File: src/rtl/dcp_atmos_ctrl.sv
// rtl/dcp_atmos_ctrl.sv - per-frame atmospheric light estimator for dark-channel-prior dehazing
//
// Tracks the brightest dark-channel pixel of each frame and the RGB value of
// the source pixel behind it. At each frame boundary it checks the pixel count
// and publishes a temporally smoothed, clamped atmospheric light A.
//
// Ports:
//   pixelclk            pixel clock, the only clock
//   reset               synchronous active-high reset
//   i_vsync             frame sync level, rising edge = frame boundary
//   i_rgb               source pixel {R,G,B}, aligned with i_data_valid
//   i_data_valid        source pixel strobe (alignment reference only)
//   i_dark              dark-channel value, DARK_LAT cycles after its source pixel
//   i_dark_valid        dark-channel strobe
//   o_atmos_r/g/b       published A components
//   o_atmos_valid       set once the first good frame has been published
//   o_update            one-cycle pulse when new A takes effect
//   o_frame_err         one-cycle pulse when a finished frame has the wrong pixel count

module dcp_atmos_ctrl #(
    parameter int          DARK_LAT     = 2,
    parameter int          FRAME_PIXELS = 921600,
    parameter logic [7:0]  A_MIN        = 8'd100
) (
    input  logic        pixelclk,
    input  logic        reset,
    input  logic        i_vsync,
    input  logic [23:0] i_rgb,
    input  logic        i_data_valid,
    input  logic [7:0]  i_dark,
    input  logic        i_dark_valid,
    output logic [7:0]  o_atmos_r,
    output logic [7:0]  o_atmos_g,
    output logic [7:0]  o_atmos_b,
    output logic        o_atmos_valid,
    output logic        o_update,
    output logic        o_frame_err
);

    localparam logic [21:0] L_FRAME_CNT = 22'(FRAME_PIXELS);

    typedef enum logic [1:0] {S_IDLE, S_ACCUM, S_CHECK, S_UPDATE} state_t;

    state_t      r_state, w_next;
    logic        r_vsync;
    logic [23:0] r_rgb_dl [DARK_LAT];
    logic [21:0] r_cnt, r_snap_cnt;
    logic [7:0]  r_max_dark, r_snap_dark;
    logic [23:0] r_max_rgb, r_snap_rgb;
    logic        r_a_init;
    logic [7:0]  r_atmos_r, r_atmos_g, r_atmos_b;
    logic        r_update, r_frame_err;

    logic        w_boundary, w_clear, w_snap, w_upd, w_err;
    logic [23:0] w_rgb_d;
    logic [21:0] w_cnt_base;
    logic [7:0]  w_max_base;
    logic [23:0] w_rgb_base;
    logic        w_unused;

    // i_data_valid only documents the rgb/dark alignment
    assign w_unused   = i_data_valid;
    assign w_boundary = i_vsync & ~r_vsync;
    assign w_rgb_d    = r_rgb_dl[DARK_LAT-1];

    // On an accepted boundary the accumulators restart from zero, and a dark
    // pixel arriving in the same cycle is folded into the fresh frame.
    assign w_cnt_base = w_clear ? '0 : r_cnt;
    assign w_max_base = w_clear ? '0 : r_max_dark;
    assign w_rgb_base = w_clear ? '0 : r_max_rgb;

    // First good frame loads directly; later frames blend 3:1 old:new with
    // rounding. 3*255+255+2 = 1022 fits the 10-bit sum, so >>2 fits 8 bits.
    function automatic logic [7:0] f_blend(input logic [7:0] old_v,
                                           input logic [7:0] snap_v,
                                           input logic       init);
        logic [9:0] sum;
        logic [7:0] res;
        sum = {2'b00, old_v} + {1'b0, old_v, 1'b0} + {2'b00, snap_v} + 10'd2;
        res = init ? sum[9:2] : snap_v;
        return (res < A_MIN) ? A_MIN : res;
    endfunction

    always_comb begin
        w_next  = r_state;
        w_clear = 1'b0;
        w_snap  = 1'b0;
        w_upd   = 1'b0;
        w_err   = 1'b0;
        case (r_state)
            S_IDLE: begin
                if (w_boundary) begin
                    w_clear = 1'b1;
                    w_next  = S_ACCUM;
                end
            end
            S_ACCUM: begin
                if (w_boundary) begin
                    w_snap  = 1'b1;
                    w_clear = 1'b1;
                    w_next  = S_CHECK;
                end
            end
            // A and the pulses are registered on leaving CHECK so that they
            // are visible for exactly the cycle the FSM spends in UPDATE
            // (or the first ACCUM cycle after a rejected frame).
            S_CHECK: begin
                if (r_snap_cnt == L_FRAME_CNT) begin
                    w_upd  = 1'b1;
                    w_next = S_UPDATE;
                end else begin
                    w_err  = 1'b1;
                    w_next = S_ACCUM;
                end
            end
            S_UPDATE: w_next = S_ACCUM;
            default:  w_next = S_IDLE;
        endcase
    end

    always_ff @(posedge pixelclk) begin
        if (reset) begin
            r_state     <= S_IDLE;
            r_vsync     <= 1'b0;
            for (int i = 0; i < DARK_LAT; i++) r_rgb_dl[i] <= '0;
            r_cnt       <= '0;
            r_max_dark  <= '0;
            r_max_rgb   <= '0;
            r_snap_cnt  <= '0;
            r_snap_dark <= '0;
            r_snap_rgb  <= '0;
            r_a_init    <= 1'b0;
            r_atmos_r   <= 8'hFF;
            r_atmos_g   <= 8'hFF;
            r_atmos_b   <= 8'hFF;
            r_update    <= 1'b0;
            r_frame_err <= 1'b0;
        end else begin
            r_state     <= w_next;
            r_vsync     <= i_vsync;
            r_rgb_dl[0] <= i_rgb;
            for (int i = 1; i < DARK_LAT; i++) r_rgb_dl[i] <= r_rgb_dl[i-1];

            r_cnt      <= w_cnt_base;
            r_max_dark <= w_max_base;
            r_max_rgb  <= w_rgb_base;
            if (i_dark_valid) begin
                if (w_cnt_base != '1) r_cnt <= w_cnt_base + 22'd1;
                // strict compare: the first pixel reaching the max wins ties
                if (i_dark > w_max_base) begin
                    r_max_dark <= i_dark;
                    r_max_rgb  <= w_rgb_d;
                end
            end

            if (w_snap) begin
                r_snap_cnt  <= r_cnt;
                r_snap_dark <= r_max_dark;
                r_snap_rgb  <= r_max_rgb;
            end

            r_update    <= w_upd;
            r_frame_err <= w_err;
            if (w_upd) begin
                r_atmos_r <= f_blend(r_atmos_r, r_snap_rgb[23:16], r_a_init);
                r_atmos_g <= f_blend(r_atmos_g, r_snap_rgb[15:8],  r_a_init);
                r_atmos_b <= f_blend(r_atmos_b, r_snap_rgb[7:0],   r_a_init);
                r_a_init  <= 1'b1;
            end
        end
    end

    // the snapshot dark level is kept for observability of the chosen pixel
    logic [7:0] w_unused_dark;
    assign w_unused_dark = r_snap_dark;

    assign o_atmos_r     = r_atmos_r;
    assign o_atmos_g     = r_atmos_g;
    assign o_atmos_b     = r_atmos_b;
    assign o_atmos_valid = r_a_init;
    assign o_update      = r_update;
    assign o_frame_err   = r_frame_err;

endmodule

File: config.mk
export PLATFORM = sky130hd
export DESIGN_NAME = dcp_atmos_ctrl
export DESIGN_NICKNAME = d
export VERILOG_FILES = /design/src/rtl/dcp_atmos_ctrl.sv
export SDC_FILE = /design/constraint.sdc
export NUM_CORES = 1
export LEC_CHECK = 0
export BUFFER_PORTS_ARGS = -buffer_cell sky130_fd_sc_hd__buf_2
export CORE_MARGIN = 1.5
export CORE_UTILIZATION = 55
export CTS_CLUSTER_DIAMETER = 150
export DETAILED_ROUTE_END_ITERATION = 10
export MAX_ROUTING_LAYER = met4
export PLACE_DENSITY_LB_ADDON = 0.12
export SLEW_MARGIN = 5
export SYNTH_ARGS = -nofsm -noshare
export SYNTH_HDL_FRONTEND = slang
export SYNTH_SLANG_ARGS = --single-unit
File: constraint.sdc
create_clock -name pixelclk -period 9.25 [get_ports pixelclk]
set_clock_uncertainty 0.15 [all_clocks]
set_input_delay 0 -clock pixelclk [delete_from_list [all_inputs] [get_ports pixelclk]]
set_output_delay 0 -clock pixelclk [all_outputs]
set_load 0.02 [all_outputs]
# Yosys cells after proc, flatten, opt, wreduce, memory -nomap -nowiden
# Memories as Yosys holds them, arrays and structs flattened.
# Cells that the tools add are included.
classes:
  add_sub_neg: 10
  n_reduce_logical: 4
  n_bitwise: 5
  eq_ne: 7
  order_cmp: 4
  muxes: 30
ops:
  columns: ["op", "count"]
  rows:
  - ["two-way mux 24 bit", 5]
  - ["two-way mux 8 bit", 9]
  - ["two-way mux 22 bit", 3]
  - ["adder 10 x 2 -> 10 bit (second input constant)", 3]
  - ["adder 10 x 8 -> 10 bit", 3]
  - ["adder 8 x 9 -> 10 bit", 3]
  - ["less-than comparator 8 x 7 -> 1 bit (second input constant)", 3]
  - ["adder 22 x 1 -> 22 bit (second input constant)", 1]
  - ["equality test 22 x 20 -> 1 bit (second input constant)", 1]
  - ["inequality test 22 bit (second input constant)", 1]
  - ["two-way mux 1 bit", 9]
  - ["> comparator 8 bit", 1]
  - ["case mux 2 bit (4 select lines)", 1]
  - ["two-way mux 2 bit", 3]
  - ["equality test 2 bit (second input constant)", 2]
  - ["inequality test 2 bit (second input constant)", 2]
  - ["OR reduction 2 bit", 2]
  - ["equality test 2 x 1 -> 1 bit (second input constant)", 1]
  - ["logical NOT 2 bit", 1]
  - ["NOT 1 bit", 2]
  - ["bitwise OR 1 bit", 2]
  - ["AND reduction 2 bit", 1]
  - ["bitwise AND 1 bit", 1]
word_totals:
  output_inout_bits: 27
  inputBits: 37
  ram_bits: 48
  ff_bits: 130
  elab_cells: 74
  mem_count: 1
mem_list:
  columns: ["name", "words", "width", "rd", "rd_ports_with_merged_regs", "write_ports", "line", "rtl"]
  rows:
  - ["r_rgb_dl", 2, 24, 2, 0, 2, "46", "logic [23:0] r_rgb_dl [DARK_LAT];"]

# Longest topological paths before layout
depth:
  depth_word: 8
  mapped_depth: 16
  depth_no_buf: 13

# Worst setup path after synthesis
# Ideal clock, no wire load.
synth_timing:
  path_kind: "register to register"
  startpoint: "reg r_state[1]"
  endpoint: "reg r_max_rgb[2]"
  n_path_buf: 3
  arrival_ns: 3.322
  setup_ns: 0.070
  t_required_ns: 9.030
  setup_slack_ns: 5.707
  synth_period_minus_slack_ns: 3.543
  stages_incl_launch_ff: 17
  cell_sequence: "dfxtp_1 -> inv_1 -> ha_1 -> or2_2 -> nand2_1 -> clkbuf_1 -> clkbuf_1 -> nand2_1 -> ha_1 -> nor2b_1 -> o21a_1 -> o21ai_0 -> a21oi_1 -> o221ai_1 -> clkbuf_1 -> nand3_1 -> a21oi_1"
synth_between:
  elab_chain_cells: 7
  elab_cells_between_ends: 9
  classes_between: "order compare: 1; eq/ne: 1; mux: 5; reduce/logical: 2"
synth_lines:
  columns: ["element", "line", "rtl"]
  rows:
  - ["start: declaration", "44", "state_t r_state, w_next;"]
  - ["start signal: assignment", "139", "r_state <= w_next;"]
  - ["equality test 2 x 1 -> 1 bit or logical NOT 2 bit (tied branches)", "90", "case (r_state)"]
  - ["OR reduction 2 bit (no source line) *", null, null]
  - ["two-way mux 1 bit *", null, null]
  - ["two-way mux 8 bit", "69", "assign w_max_base = w_clear ? '0 : r_max_dark;"]
  - ["> comparator 8 bit", "150", "if (i_dark > w_max_base) begin"]
  - ["two-way mux 24 bit", "150", null]
  - ["two-way mux 24 bit *", "147", "if (i_dark_valid) begin"]
  - ["end signal: assignment", "146", "r_max_rgb <= w_rgb_base;"]
  - ["end signal: assignment", "152", "r_max_rgb <= w_rgb_d;"]
  - ["end: declaration", "49", "logic [23:0] r_max_rgb, r_snap_rgb;"]
# Every way passes the cells marked *; elsewhere a longest branch is shown, timed or not.
# A chain may end at the register's enable or synchronous reset.

# Worst setup path after layout
layout_timing:
  startpoint: "reg r_state[1]"
  endpoint: "reg r_max_dark[4]"
layout_between:
  elab_chain_cells: 7
  elab_cells_between_ends: 8
  classes_between: "order compare: 1; eq/ne: 1; mux: 4; reduce/logical: 2"
layout_lines:
  columns: ["element", "line", "rtl"]
  rows:
  - ["equality test 2 x 1 -> 1 bit or logical NOT 2 bit (tied branches)", "90", null]
  - ["OR reduction 2 bit (no source line) *", null, null]
  - ["two-way mux 1 bit *", null, null]
  - ["two-way mux 8 bit *", "69", null]
  - ["> comparator 8 bit", "150", null]
  - ["two-way mux 8 bit", "150", null]
  - ["two-way mux 8 bit *", "147", null]
  - ["end signal: assignment", "145", "r_max_dark <= w_max_base;"]
  - ["end signal: assignment", "151", "r_max_dark <= i_dark;"]
  - ["end: declaration", "48", "logic [7:0] r_max_dark, r_snap_dark;"]
# Marked as above.

==> flow_summary_export.csv <==
group,metric,value,unit
run_status,outcome,"completed",
worst_setup_path,path_max_fanout,52,
sta,setup-tns-final,0,ns
worst_setup_path,arrival,4.55,ns
synthesis,syn_nets,1060,
sta,max_freq,231.2,MHz
sta,min_period,4.326,ns
synthesis,async_reset_ff_frac,0,
synthesis,synth.avg_cell_area,8.712,um2
grt,grt_pass1_vias,6382,
place,place.gp.congestion,0.8451,
floorplanning,pin_count,64,
grt,grt_max_degree,92,
synthesis,yosys_warnings,0,
synthesis,syn_area,8381,um2
drt,drt-total-wl,17960,um
worst_setup_path,r2r-start,"r_state[1]",
clock_network,clk_pin_slew,0.07,ns
pwr,finalPower,1652,uW
drt,ant_nets,0,
pwr,leakage,0.003844,uW
cells_and_area,drive_gt1_frac,0.1155,
clock_network,clock_tree.root_cell,"clkbuf_16",
sta,period_share,0.4677,
synthesis,synth_enable_flop_cells,0,
drt,drtIter0Drc,488,
grt,grtUsageTotal,0.2450,
worst_setup_path,cp.required,9.48,ns
synthesis,synth_area_leaders,"dfxtp_1 (43%), nand2_1 (7.5%), ha_1 (6.4%)",
worst_setup_path,cp-end-kind,"flip-flop",
floorplanning,die_h,126.4,um
min_path,worstHoldStart,"i_rgb[3]",
clock_network,clkLatencyLatePin,0.43,ns
floorplanning,dieArea,15990,um2
sta,worstMarginPinSlew,0.9089,ns
grt,grt_first_pass_wirelength,30690,um
place,place_hpwl,11670,um
synthesis,ys_seq_area_frac,0.4252,
synthesis,yosys.area.top_type,"dfxtp_1",
synthesis,synth_top_area_share,0.4252,
sta,worst_hold_slack,0.1514,ns
cells_and_area,area_growth,17.11,%
clock_network,clock_sinks,178,
clock_network,h-tree-depth,4,
sta,hold_violations,0,
place,port-buffer-count,62,
synthesis,postSynthCellCount,962,
sta,fin_ws,4.924,ns
worst_setup_path,crit_start,"r_state[1]",
sta,rsz0062_at_grt,"false",
sta,relSlewSlack,0.3919,
synthesis,synth.distinct_cells,68,
clock_network,clockBufferDepth,2,
pwr,power_density,168.3,nW/um2
drt,wire_per_inst,14.58,um
clock_network,cts_tree,"built",
cells_and_area,fill_cells,1207,
floorplanning,rows,44,
cells_and_area,nNetsFinal,1133,
clock_network,cts_made_buffers,17,
worst_setup_path,worstSetupPathType,"flip-flop to flip-flop",
worst_setup_path,cp-start-kind,"flip-flop",
drt,num_vias,6724,
pwr,vdd_drop_max,0.1321,mV
drt,firstDrtPassIters,8,
place,dp_slack,5.419,ns
floorplanning,core,14700,um2
drt,avgViaCountPerCell,5.458,
floorplanning,start_util,0.5701,
grt,antenna_found_initial,0,
floorplanning,die_x,126.4,um
synthesis,synth_flop_cell,"dfxtp_1",
grt,overflow,0,
min_path,min_path_type,"input port to flip-flop",
run,drv_cap,0,
sta,setup_viol,0,
drt,drc_errors,0,
sta,slew_violations,0,
cells_and_area,n_antenna_cell,0,
synthesis,ys_ff_latch,178,
-- worst max-delay path: stages (launching register included) --
cell and delay, ns:
dfxtp_1 0.35, inv_1 0.08, ha_1 0.26, or2_2 0.37, nand2_1 0.08, buf_4 0.44, nand2_1 0.13, ha_1 0.31
nor2b_1 0.13, o21a_1 0.11, o21ai_0 0.07, a21oi_1 0.23, o221a_2 0.68, nand2_1 0.14, a21oi_1 0.14, dlygate4sd3_1 0.57
-- synth_stat cells (all sizes together), types with 11 or more instances --
cell type and number:
nor2 53, and2 13, nand4 12, xor2 18
nand3 44, xnor2 12, nand2 167, and3 11
clkbuf 51, dfxtp 178, a21o 12, o21ai 15
inv 23, a21oi 107, nor2b 57, ha 43
fa 18
-- final timing paths --
path	endpoint	cells after the start	slack [ns]
max reg2reg	r_max_dark[4]	15	4.92
max	r_max_dark[4]	15	4.92
min reg2reg	r_rgb_dl[0][37]	1	0.29
min	r_rgb_dl[0][3]	3	0.15
-- registers in the layout, summed over array words and instances (netlist names) --
name and cells:
r_rgb_dl 48, r_max_rgb 24, r_snap_rgb 24, r_cnt 22, r_snap_cnt 22, o_atmos_b 8
o_atmos_g 8, o_atmos_r 8, r_max_dark 8, r_state 2, o_atmos_valid 1, o_frame_err 1
o_update 1, r_vsync 1
-- kinds of logic (layout without fill, tap and decap cells) --
| group | after synthesis | after routing | synth area share |
|---|---|---|---|
| AND/OR/NAND/NOR | 395 | 395 | 0.2263 |
| adder cells (fa/ha/maj) | 61 | 61 | 0.1072 |
| flip-flops | 178 | 178 | 0.4252 |
| AO/OA/AOI/OAI | 206 | 206 | 0.1565 |
| XOR/XNOR | 30 | 30 | 0.03135 |
| multiplexers | 14 | 14 | 0.01732 |
| buffers and inverters | 78 | 164 | 0.03613 |
-- cell type report --
cell class	count	area (um2)	share of cell area
clock buffer	17	425.4	0.04335
clock inverter	15	217.7	0.02218
inverter	23	86.33	0.008797
multi-input combinational	706	4523	0.4609
sequential	178	3563	0.3631
tap	184	230.2	0.02346
timing repair buffer	109	768.2	0.07828
-- power by group --
| part | internal (uW) | switching, uW |
|---|---|---|
| clock network | 418 | 336 |
| logic | 41.4 | 67.2 |
| registers | 783 | 6.47 |
-- timing repair --
item,4_1_cts,5_1_grt
resized for setup,0,0
hold buffers,41,0
buffers inserted,0,0
hold endpoints to repair,42,0
-- metrics by stage --
step / cells / util / cell area, um2
6_report: 1232 / 0.6677 / 9814
5_1_grt: 1232 / 0.6677 / 9814
4_1_cts: 1232 / 0.6677 / 9814
3_5_place_dp: 1159 / 0.5960 / 8761
3_3_place_gp: 1159 / 0.5960 / 8761
2_1_floorplan: 962 / - / 8381
-- cells in the final DEF, fill, tap and decap left out, types with 10 or more instances in the layout --
cell type	instances
a21o_1	12
a21oi_1	107
and2_1	12
and3_1	11
buf_2	61
clkbuf_16	17
dfxtp_1	178
dlygate4sd3_1	41
fa_1	18
ha_1	43
inv_1	23
mux2i_1	10
nand2_1	166
nand3_1	44
nand4_1	10
nor2_1	52
nor2b_1	57
o21ai_0	14
o31ai_1	10
xnor2_1	12
xor2_1	18
-- per-layer routing --
| metal | global-route usage | wire (um) | vias up |
|---|---|---|---|
| met3 | 0.03669 | 741 | 20 |
| met5 | - | 0 | - |
| met4 | 0.07573 | 248 | 0 |
| met1 | 0.3373 | 8952 | 3072 |
| li1 | - | - | 3458 |
| met2 | 0.3745 | 8015 | 174 |
No activity file was read; power rests on OpenSTA's default activity.
